<file path="src/rtl/vblank_update_sequencer_if.sv">
// Task request/acknowledge bundle between the vblank sequencer and the four
// game-state update tasks. The sequencer is the master and drives the requests.
interface vblank_update_sequencer_if;
  logic [3:0] task_req;
  logic [3:0] task_done;

  modport master (output task_req, input task_done);
  modport slave  (input task_req, output task_done);
endinterface

</file>
<file path="src/rtl/vblank_update_sequencer.sv">
// Vertical-blanking update sequencer.
// Runs paddle L, paddle R, ball and score updates in that order, one at a
// time, starting on every FRAME_DIV-th vblnk rising edge. Each task has a
// watchdog. Sticky flags report abandoned tasks and sequences that reach
// into active video.
module vblank_update_sequencer #(
  parameter int unsigned FRAME_DIV    = 1,
  parameter int unsigned TASK_TIMEOUT = 8192,
  parameter int unsigned FCNT_W       = 16
) (
  input  logic                      pclk,
  input  logic                      rst,
  input  logic                      vblnk,
  input  logic                      enable,
  input  logic                      err_clear,
  vblank_update_sequencer_if.master tsk,
  output logic                      busy,
  output logic                      frame_tick,
  output logic [FCNT_W-1:0]         seq_cnt,
  output logic                      timeout_err,
  output logic                      overrun
);

  localparam int WD_W = (TASK_TIMEOUT > 1) ? $clog2(TASK_TIMEOUT) : 1;

  typedef enum logic [2:0] {
    IDLE  = 3'd0,
    TASK0 = 3'd1,
    TASK1 = 3'd2,
    TASK2 = 3'd3,
    TASK3 = 3'd4
  } state_t;

  state_t            state_r;
  state_t            state_s;
  logic              vblnk_d_r;
  logic [7:0]        div_r;
  logic              start_pend_r;
  logic [WD_W-1:0]   wd_r;
  logic [3:0]        task_req_r;
  logic [3:0]        task_req_s;
  logic              busy_r;
  logic              frame_tick_r;
  logic [FCNT_W-1:0] seq_cnt_r;
  logic              timeout_err_r;
  logic              overrun_r;

  logic rise_s;
  logic fall_s;
  logic start_s;
  logic cur_done_s;
  logic wd_lim_s;
  logic adv_s;
  logic timeout_s;

  // Edge detection, divider match and task completion/watchdog decode.
  always_comb begin
    rise_s     = vblnk & ~vblnk_d_r;
    fall_s     = ~vblnk & vblnk_d_r;
    start_s    = rise_s & enable & (div_r == 8'(FRAME_DIV - 1));
    // task_req_r is one-hot of the current task, so masking picks out only
    // the requested done bit and ignores the others.
    cur_done_s = |(tsk.task_done & task_req_r);
    wd_lim_s   = (wd_r == WD_W'(TASK_TIMEOUT - 1));
    adv_s      = busy_r & (cur_done_s | wd_lim_s);
    timeout_s  = busy_r & wd_lim_s & ~cur_done_s;
  end

  // vblnk delay, frame tick, game-speed divider and start request.
  always_ff @(posedge pclk) begin
    if (rst) begin
      vblnk_d_r    <= 1'b0;
      frame_tick_r <= 1'b0;
      div_r        <= 8'd0;
      start_pend_r <= 1'b0;
    end else begin
      vblnk_d_r    <= vblnk;
      frame_tick_r <= rise_s;
      // A start edge that lands on a running sequence is dropped, not queued.
      start_pend_r <= start_s & ~busy_r;
      if (rise_s & enable) begin
        if (start_s) begin
          div_r <= 8'd0;
        end else begin
          div_r <= div_r + 8'd1;
        end
      end
    end
  end

  // Next-state and request decode; a task hands over to the next with no gap.
  always_comb begin
    state_s    = state_r;
    task_req_s = 4'b0000;
    case (state_r)
      IDLE:    if (start_pend_r) state_s = TASK0; else state_s = IDLE;
      TASK0:   if (adv_s) state_s = TASK1; else state_s = TASK0;
      TASK1:   if (adv_s) state_s = TASK2; else state_s = TASK1;
      TASK2:   if (adv_s) state_s = TASK3; else state_s = TASK2;
      TASK3:   if (adv_s) state_s = IDLE;  else state_s = TASK3;
      default: state_s = IDLE;
    endcase
    case (state_s)
      TASK0:   task_req_s = 4'b0001;
      TASK1:   task_req_s = 4'b0010;
      TASK2:   task_req_s = 4'b0100;
      TASK3:   task_req_s = 4'b1000;
      default: task_req_s = 4'b0000;
    endcase
  end

  // State register, registered request/busy, per-task watchdog, sequence count.
  always_ff @(posedge pclk) begin
    if (rst) begin
      state_r    <= IDLE;
      task_req_r <= 4'b0000;
      busy_r     <= 1'b0;
      wd_r       <= WD_W'(0);
      seq_cnt_r  <= FCNT_W'(0);
    end else begin
      state_r    <= state_s;
      task_req_r <= task_req_s;
      busy_r     <= (state_s != IDLE);
      if ((state_s != state_r) || (state_r == IDLE)) begin
        wd_r <= WD_W'(0);
      end else begin
        wd_r <= wd_r + WD_W'(1);
      end
      if ((state_r == TASK3) && adv_s) begin
        seq_cnt_r <= seq_cnt_r + FCNT_W'(1);
      end
    end
  end

  // Sticky error flags; a set event in the same cycle beats err_clear.
  always_ff @(posedge pclk) begin
    if (rst) begin
      timeout_err_r <= 1'b0;
      overrun_r     <= 1'b0;
    end else begin
      if (timeout_s) begin
        timeout_err_r <= 1'b1;
      end else if (err_clear) begin
        timeout_err_r <= 1'b0;
      end
      if (busy_r & (rise_s | fall_s)) begin
        overrun_r <= 1'b1;
      end else if (err_clear) begin
        overrun_r <= 1'b0;
      end
    end
  end

  assign tsk.task_req = task_req_r;
  assign busy         = busy_r;
  assign frame_tick   = frame_tick_r;
  assign seq_cnt      = seq_cnt_r;
  assign timeout_err  = timeout_err_r;
  assign overrun      = overrun_r;

endmodule

</file>
<file path="src/flat_wrapper.sv">
// flat-port wrapper written by rule: the top's interface ports become plain ports
module vblank_update_sequencer_flat 
#(
  parameter int unsigned FRAME_DIV    = 1,
  parameter int unsigned TASK_TIMEOUT = 8192,
  parameter int unsigned FCNT_W       = 16
)
  (pclk, rst, vblnk, enable, err_clear, busy, frame_tick, seq_cnt, timeout_err, overrun, tsk_task_req, tsk_task_done);
  vblank_update_sequencer_if tsk_i ();
  input  logic pclk;
  input  logic rst;
  input  logic vblnk;
  input  logic enable;
  input  logic err_clear;
  output logic busy;
  output logic frame_tick;
  output logic [FCNT_W-1:0] seq_cnt;
  output logic timeout_err;
  output logic overrun;
  output wire logic [$bits(tsk_i.task_req)-1:0] tsk_task_req;
  input wire logic [$bits(tsk_i.task_done)-1:0] tsk_task_done;
  assign tsk_task_req = tsk_i.task_req;
  assign tsk_i.task_done = tsk_task_done;
  vblank_update_sequencer #(.FRAME_DIV(FRAME_DIV), .TASK_TIMEOUT(TASK_TIMEOUT), .FCNT_W(FCNT_W)) u_core (.pclk(pclk), .rst(rst), .vblnk(vblnk), .enable(enable), .err_clear(err_clear), .tsk(tsk_i), .busy(busy), .frame_tick(frame_tick), .seq_cnt(seq_cnt), .timeout_err(timeout_err), .overrun(overrun));
endmodule
</file>
<file path="config.mk">
export PLATFORM = sky130hd
export DESIGN_NAME = vblank_update_sequencer_flat
export DESIGN_NICKNAME = d
export VERILOG_FILES = /design/src/rtl/vblank_update_sequencer_if.sv /design/src/rtl/vblank_update_sequencer.sv /design/src/flat_wrapper.sv
export SDC_FILE = /design/constraint.sdc
export NUM_CORES = 1
export LEC_CHECK = 0
export BUFFER_PORTS_ARGS = -buffer_cell sky130_fd_sc_hd__buf_2
export CAP_MARGIN = 20
export CORE_ASPECT_RATIO = 1.25
export CORE_MARGIN = 2
export CORE_UTILIZATION = 60
export DETAILED_ROUTE_END_ITERATION = 8
export PLACE_DENSITY = 0.83
export SYNTH_ARGS = -nofsm -noshare
export SYNTH_HDL_FRONTEND = slang
export SYNTH_SLANG_ARGS = --single-unit
</file>
<file path="constraint.sdc">
create_clock -name pclk -period 4.1 [get_ports pclk]
set_clock_uncertainty 0.15 [all_clocks]
set_input_delay 0.41 -clock pclk [delete_from_list [all_inputs] [get_ports pclk]]
set_output_delay 0.41 -clock pclk [all_outputs]
set_load 0.03 [all_outputs]
</file>
# ---- Word-level counts from Yosys, hierarchy flattened
# Index checks and enable logic that the tools add are counted.
dict set report totals {
  input_bits 9
  ff_bits 50
  memories 0
  latch_bits 0
  out_inout_bits 24
  ramBits 0
  romBits 0
  elab_cells 60
}
dict set report classes {
  magnitude_cmp 0
  eq_ne 10
  reduce_logical 9
  mul 0
  n_bitwise 16
  n_div 0
  n_mux 11
  addsub 3
  n_shift 0
}
# op count
set op_table {}
lappend op_table {{$add 16x1->16 const B} 1}
lappend op_table {{$pmux 4 s4} 1}
lappend op_table {{$pmux 3 s5} 1}
lappend op_table {{$add 13x1->13 const B} 1}
lappend op_table {{$eq 13x13->1 const B} 1}
lappend op_table {{$eq 3x2->1 const B} 4}
lappend op_table {{$and 1x1->1} 9}
lappend op_table {{$add 8x1->8 const B} 1}
lappend op_table {{$logic_not 8->1} 1}
lappend op_table {{$mux 8} 1}
lappend op_table {{$eq 3x1->1 const B} 2}
lappend op_table {{$eq 3x3->1 const B} 2}
lappend op_table {{$mux 3} 2}
lappend op_table {{$mux 1} 5}
lappend op_table {{$and 4x4->4} 1}
lappend op_table {{$not 1->1} 4}
lappend op_table {{$reduce_bool 2->1} 2}
lappend op_table {{$reduce_or 4->1} 1}
lappend op_table {{$logic_not 3->1} 1}
lappend op_table {{$ne 3x3->1} 1}
lappend op_table {{$reduce_bool 3->1} 1}
lappend op_table {{$mux 2} 1}
lappend op_table {{$or 1x1->1} 2}
lappend op_table {{$reduce_or 2->1} 1}
lappend op_table {{other kinds (2)} 2}

# ---- Depth between registers and ports, before layout
# Gate-level depths: netlist of the first run.
dict set report logic_depth {
  word_depth 9
  depth_mapped 7
  ltp_nobuf 6
}

# ---- Least setup slack after synthesis of the first run
# OpenSTA, ideal clock, no wires.
dict set report synth_path {
  path_kind {register -> register}
  from {register u_core.wd_r[0]}
  to {register u_core.seq_cnt_r[13], in the netlist u_core.seq_cnt[13]}
  arrival_time_ns 2.128
  period_less_slack_ns 2.401
  setup_ns 0.123
  required_time_ns 3.827
  path_buffers 1
  setup_slack_ns 1.699
  path_stages_with_launch 7
  path_cell_list {dfxtp_1 > ha_1 > nand4_2 > or4_4 > buf_6 > a2111oi_2 > mux2_1}
}
dict set report synth_via {
  elab_chain_len 4
}
# element line
set synth_rtl {}
lappend synth_rtl {{start: declaration} vblank_update_sequencer.sv:39} ;# logic [WD_W-1:0] wd_r;
lappend synth_rtl {{start signal: assignment} vblank_update_sequencer.sv:127} ;# wd_r <= wd_r + WD_W'(1);
lappend synth_rtl {{$eq 13x13->1} vblank_update_sequencer.sv:64} ;# wd_lim_s = (wd_r == WD_W'(TASK_TIMEOUT - 1));
lappend synth_rtl {{$or 1x1->1} vblank_update_sequencer.sv:65} ;# adv_s = busy_r & (cur_done_s | wd_lim_s);
lappend synth_rtl {{$and 1x1->1} vblank_update_sequencer.sv:65}
lappend synth_rtl {{$logic_and 1x1->1} vblank_update_sequencer.sv:129} ;# if ((state_r == TASK3) && adv_s) begin
lappend synth_rtl {{end signal: assignment} vblank_update_sequencer.sv:130} ;# seq_cnt_r <= seq_cnt_r + FCNT_W'(1);
lappend synth_rtl {{end: declaration} vblank_update_sequencer.sv:44} ;# logic [FCNT_W-1:0] seq_cnt_r;
# No other way between the ends.
# A chain may end at the register's enable or synchronous reset.

# ---- Worst setup path after layout of the first run
dict set report layout_path {
  from {register u_core.wd_r[0]}
  to {register u_core.seq_cnt_r[15], in the netlist u_core.seq_cnt[15]}
}
# The elaborated chain is that of the path after synthesis.

==> results.json, run 1 <==
{
  "drive_gt1_share_pct": 19.5,
  "run_status": "completed",
  "drtIter0Drc": 96,
  "first_pass_iters": 4,
  "cts_tree": "built",
  "regArea_um2": 1000,
  "die_h_um": 75.2,
  "max_stage_delay_ns": 0.72,
  "syn_nets": 286,
  "cts_resized": 0,
  "whs_ns": 0.200,
  "fill_cells": 330,
  "grt_usage_pct": 21.0,
  "ant_nets": 0,
  "crit_slowest_cell": "or4_4",
  "ys_seq_area_share_pct": 41.2,
  "nets": 313,
  "finalSetupViolCount": 0,
  "clock_latency_ns": 0.29,
  "final-hold-violation-count": 0,
  "maxCapViolCount": 0,
  "cts_setup_buffers": 0,
  "synth_most_common_cell": "dfxtp_1",
  "coreArea_um2": 3850,
  "antenna_cells": 0,
  "die_x_um": 61.0,
  "netlist_area_um2": 2430,
  "routed_wl_um": 4450,
  "cp_cell_sequence": "ha_1, nand4_2, or4_4, a2111oi_0, mux2_2",
  "slew_headroom_pct": 48.6,
  "yosys.area.top_type": "dfxtp_1",
  "vias": 1972,
  "synthDistinctLibCells": 42,
  "multi_input_area_um2": 1350,
  "core.rowCount": 25,
  "end_kind": "flop",
  "power_density_nw_per_um2": 297,
  "cts.sinks": 50,
  "slew_viol_final": 0,
  "dieArea_um2": 4580,
  "grt_pass1_vias": 1686,
  "pin_count": 33,
  "ys_warn_count": 0,
  "via_per_inst": 5.60,
  "drc": 0,
  "crit_arrival_ns": 2.71,
  "grt_overflow": 0,
  "routabilityCongestion": 0.810,
  "start_kind": "flop",
  "wl_per_cell_um": 12.6,
  "fin_crit_sh_pct": 65.1,
  "peakVddDrop_mv": 0.165,
  "total_power_mw": 0.800,
  "grt_max_degree": 47,
  "synth_edf_count": 0,
  "dp_hpwl_um": 3070,
  "synthCells": 272,
  "cts.clk_slew.worst_paths_ns": 0.08,
  "synthTopCellsByCount": "dfxtp_1, nor2_1, nor2b_1",
  "grt_pass1_wl_um": 7410,
  "netlist.area_leader.share_pct": 41.2,
  "crit_type": "reg2reg",
  "ys_ff_latch": 50,
  "htree_levels": 2,
  "hp-class": "in2reg",
  "max_freq_mhz": 374,
  "cts_made_buffers": 5,
  "synth_flop_cell": "dfxtp_1",
  "root_buffer": "clkbuf_8",
  "antenna_found_initial": 0,
  "rsz0062_at_grt": "false",
  "fin_util_pct": 69.9,
  "synthArstFlopShare_pct": 0,
  "fin_setup_tns_ns": 0,
  "cp.required_ns": 4.14,
  "period_minus_slack_ns": 2.67,
  "crit_fanout": 21,
  "area_growth_pct": 10.5,
  "synth.avg_cell_area_um2": 8.94,
  "port_buffers": 32,
  "clk_path_buf_depth": 2,
  "start_util_pct": 63.2,
  "postCtsHoldBufs": 0,
  "p_leak_nw": 1.02,
  "yosys-top-cells-area": "dfxtp_1, nor2_1, mux2_2, nor2b_1, xor2_1",
  "tightest_slew_ns": 0.764
}
[report_power, final]
group          leakage, nW  internal [mW]  switching, mW
logic                0.577         0.0124         0.0204
registers            0.404          0.489        0.00349
clock network       0.0431          0.130          0.145
[critical path, delay by kind of cell (launching register included)]
family                   cells  cell delay [ns]
multiplexers                 1             0.38
adder cells (fa/ha/maj)      1             0.23
AO/OA/AOI/OAI                1             0.53
AND/OR/NAND/NOR              2             0.90
flip-flops                   1             0.38
[layer usage]
| layer | up-vias | global-route usage [%] | routed length (um) |
|---|---|---|---|
| li1 | 1009 | - | - |
| met1 | 913 | 28.1 | 2130 |
| met2 | 43 | 33.5 | 2100 |
| met3 | 7 | 4.30 | 157 |
| met4 | 0 | 7.97 | 63 |
| met5 | - | 0 | 0 |
[state kept, by name, indices dropped and copies added, names as in the netlist]
name and count:
u_core.frame_tick 1, u_core.seq_cnt 16, u_core.timeout_err 1, u_core.busy 1
u_core.div_r 8, u_core.tsk.task_req 4, u_core.overrun 1, u_core.state_r 3
u_core.wd_r 13, u_core.vblnk_d_r 1, u_core.start_pend_r 1
[cell families (layout without fill, tap and decap cells)]
group,count (synthesis),in the layout,share of synthesized area [%]
buffers and inverters,19,45,3.29
AND/OR/NAND/NOR,128,128,27.4
AO/OA/AOI/OAI,36,36,11.7
adder cells (fa/ha/maj),5,5,2.57
XOR/XNOR,17,17,6.12
flip-flops,50,50,41.2
multiplexers,17,17,7.77
[through the flow]
step	instance area (um^2)	cells	worst slack [ns]
6_report	2690	352	1.43
5_1_grt	2690	352	1.29
4_1_cts	2690	352	1.40
3_5_place_dp	2610	346	1.41
3_3_place_gp	2610	346	1.52
2_1_floorplan	2430	272	1.70
[worst paths after layout]
path,startpoint,endpoint,slack (ns),cells past startpoint
hold / removal,vblnk,u_core.vblnk_d_r$_SDFF_PP0_,0.20,2
setup / recovery,u_core.wd_r[0]$_SDFF_PP0_,u_core.seq_cnt[15]$_SDFFE_PP0P_,1.43,5
setup reg to reg,u_core.wd_r[0]$_SDFF_PP0_,u_core.seq_cnt[15]$_SDFFE_PP0P_,1.43,5
hold reg to reg,u_core.wd_r[0]$_SDFF_PP0_,u_core.wd_r[0]$_SDFF_PP0_,0.31,1
[layout make-up]
class                           count  share of cell area, %
Timing Repair Buffer               32                   5.96
Tap cell                           54                   2.51
Inverter                            7                  0.977
Multi-Input combinational cell    203                   50.3
Sequential cell                    50                   37.2
Clock buffer                        6                   3.07
[placed cells by master (no fill, tap or decap), types with 7 or more instances in the layout]
cell	count
mux2_2	9
nand4_1	10
xor2_1	11
nand2_1	15
nor2b_1	16
a21oi_1	12
dfxtp_1	50
nor2_1	40
nand3_1	15
buf_2	32
inv_1	7
Power figures use the tool's default switching activity.
==> run 2, diff against run 1 <==
--- a/config.mk
+++ b/config.mk
@@ -9,9 +9,9 @@
 export CAP_MARGIN = 20
 export CORE_ASPECT_RATIO = 1.25
 export CORE_MARGIN = 2
-export CORE_UTILIZATION = 60
+export CORE_UTILIZATION = 51
 export DETAILED_ROUTE_END_ITERATION = 8
-export PLACE_DENSITY = 0.83
+export PLACE_DENSITY = 0.75
 export SYNTH_ARGS = -nofsm -noshare
 export SYNTH_HDL_FRONTEND = slang
 export SYNTH_SLANG_ARGS = --single-unit
==> constraint.sdc (replaced) <==
create_clock -name pclk -period 2.35 [get_ports pclk]
set_clock_uncertainty 0.15 [all_clocks]
set_input_delay 0.235 -clock pclk [delete_from_list [all_inputs] [get_ports pclk]]
set_output_delay 0.235 -clock pclk [all_outputs]
set_load 0.03 [all_outputs]
==> run 2 against run 1 <==
Global-route usage decreased by 2.3 points; fmax increased by 17%; clock power increased by 120%; via count increased by 5.8%; critical endpoint is now u_core.seq_cnt[12]$_SDFFE_PP0P_; clock-buffer cell count unchanged; total power increased by 90%; highest routed layer unchanged; design area increased by 11%; first-iteration DRC count decreased by 24%; critical path depth increased by 1; hold slack got worse by 0.18 ns; worst setup slack got worse by 1.4 ns.
==> results.json, run 2 (same netlist as run 1, synthesis figures left out) <==
{
  "coreArea_um2": 4660,
  "start_util_pct": 52.2,
  "total_power_mw": 1.52,
  "routabilityCongestion": 0.821,
  "grt_pass1_wl_um": 7940,
  "stdcell_area_um2": 2990,
  "placed_cell_area_um2": 2810,
  "slew_viol_final": 0,
  "cts_made_buffers": 5,
  "crit_fanout": 13,
  "rsz0062_at_grt": "true",
  "finalSetupViolCount": 0,
  "fin_util_pct": 64.1,
  "switching_share_pct": 21.4,
  "port_buffers": 32,
  "cts_setup_buffers": 0,
  "pin_count": 33,
  "max_freq_mhz": 437,
  "fill_cells": 412,
  "grt_pass1_vias": 1847,
  "crit_arrival_ns": 2.33,
  "clk_path_buf_depth": 2,
  "dp_hpwl_um": 3400,
  "combPwrFrac_pct": 4.4,
  "p_switching_mw": 0.325,
  "drc": 0,
  "r2r_slack_ns": 0.06,
  "hp-class": "in2reg",
  "cts.clk_slew.worst_paths_ns": 0.09,
  "place_inst": 372,
  "crit_type": "reg2reg",
  "min_to": "u_core.vblnk_d_r$_SDFF_PP0_",
  "peakVddDrop_mv": 0.311,
  "antenna_cells": 0,
  "rr_worst_depth": 6,
  "fin_crit_sh_pct": 97.4,
  "crit_slowest_cell": "or4_4",
  "nets": 333,
  "end_kind": "flop",
  "htree_levels": 2,
  "run_status": "completed",
  "ant_nets": 0,
  "vias": 2087,
  "die_h_um": 81.2,
  "fin_cells": 380,
  "drive_gt1_share_pct": 25.6,
  "area_growth_pct": 22.8,
  "via_per_inst": 5.49,
  "worstHoldPathCells": 2,
  "root_buffer": "clkbuf_8",
  "tightest_slew_ns": 0.754,
  "grt_overflow": 0,
  "period_minus_slack_ns": 2.29,
  "hold_path.startpoint": "vblnk",
  "core.rowCount": 28,
  "final_cell_mix": "dfxtp_1, nor2_1, buf_2",
  "cts_tree": "built",
  "final-hold-violation-count": 0,
  "antenna_found_initial": 0,
  "largest_reg_flops": 16,
  "wl_per_cell_um": 12.5,
  "maxCapViolCount": 0,
  "grt_max_degree": 47,
  "power_density_nw_per_um2": 510,
  "seq_power_share_pct": 56.2,
  "clkPwrFrac_pct": 39.4,
  "p_int_mw": 1.20,
  "die_x_um": 65.8,
  "max_stage_delay_ns": 0.54,
  "dieArea_um2": 5340,
  "slew_headroom_pct": 49.7,
  "grt_usage_pct": 18.8,
  "p_leak_nw": 1.15,
  "clock_latency_ns": 0.30,
  "fin_setup_tns_ns": 0,
  "start_kind": "flop",
  "routed_wl_um": 4760,
  "cts.sinks": 50,
  "drtIter0Drc": 73,
  "r2r-start": "u_core.wd_r[1]$_SDFF_PP0_",
  "first_pass_iters": 4,
  "timing.rr.end": "u_core.seq_cnt[12]$_SDFFE_PP0P_",
  "layout_commonest_cell": "dfxtp_1",
  "cp.required_ns": 2.39,
  "cp_cell_sequence": "ha_4, nand4_4, or4_4, buf_12, a2111oi_4, mux2_1"
}
[run 2: cell count changes in the layout (fill, tap and decap cells not counted), moves of 2 or more]
| cell | previous run | this run |
|---|---|---|
| a2111oi_2 | 6 | 1 |
| a2111oi_4 | 0 | 5 |
| buf_12 | 0 | 2 |
| buf_4 | 0 | 18 |
| dfxtp_1 | 50 | 48 |
| dfxtp_2 | 0 | 2 |
[run 2: stage by stage]
step	hold WS [ns]	setup WS [ns]
finish	0.0166	0.0607
global route	0.0429	-0.00284
CTS	0.00930	0.0321
detailed placement	0.313	-0.0817
global placement	0.306	0.0116
floorplan	0.213	0.0100
[run 2: worst max-delay path by stage]
stage	from	to	slack, ns	cells after the start
global route	u_core.wd_r[1]$_SDFF_PP0_	u_core.seq_cnt[12]$_SDFFE_PP0P_	-0.003	6
finish	u_core.wd_r[1]$_SDFF_PP0_	u_core.seq_cnt[12]$_SDFFE_PP0P_	0.06	6
global placement	u_core.wd_r[1]$_SDFF_PP0_	u_core.seq_cnt[6]$_SDFFE_PP0P_	0.01	6
floorplan	u_core.wd_r[0]$_SDFF_PP0_	u_core.seq_cnt[13]$_SDFFE_PP0P_	0.01	6
detailed placement	u_core.wd_r[1]$_SDFF_PP0_	u_core.seq_cnt[12]$_SDFFE_PP0P_	-0.08	6
CTS	u_core.wd_r[1]$_SDFF_PP0_	u_core.seq_cnt[10]$_SDFFE_PP0P_	0.03	6
[run 2: what timing repair did]
| item | in CTS | in global routing |
|---|---|---|
| endpoints found under the setup margin | 5 | 5 |
| resized for setup | 3 | 5 |
| endpoints found under the hold margin | 0 | 0 |
| hold buffers | 0 | 0 |
| pin swaps | 1 | 0 |
[run 2: final cells by class]
type	count	area, um^2	share of cell area [%]
Clock buffer	6	72.6	2.43
Clock inverter	2	37.5	1.26
Inverter	7	26.3	0.880
Multi-Input combinational cell	203	1440	48.1
Sequential cell	50	1000	33.6
Tap cell	60	75.1	2.51
Timing Repair Buffer	52	335	11.2
[run 2: metal layers]
| layer | global-route usage, % | vias up | wire length, um | share of wire [%] |
|---|---|---|---|---|
| met5 | 0 | - | 0 | 0 |
| met4 | 5.21 | 0 | 48 | 1.0 |
| met3 | 4.71 | 4 | 225 | 4.7 |
| met2 | 31.8 | 52 | 2220 | 47 |
| met1 | 23.5 | 978 | 2270 | 48 |
| li1 | - | 1053 | - | - |
[run 2: worst max-delay path, delay by kind of cell, from the launching register on]
family	cells	cell delay [ns]
buf+inv	1	0.18
mux	1	0.36
fa+ha+maj	1	0.15
compound gates	1	0.35
flops	1	0.36
simple gates	2	0.63
[run 2: power by group through the flow]
stage	sequential (mW)	combinational [mW]	clock (mW)
2_1_floorplan	0.882	0.0372	0
3_3_place_gp	0.876	0.0645	0
3_5_place_dp	0.876	0.0662	0
4_1_cts	0.856	0.0664	0.614
5_1_grt	0.857	0.0745	0.643
6_report	0.856	0.0663	0.600
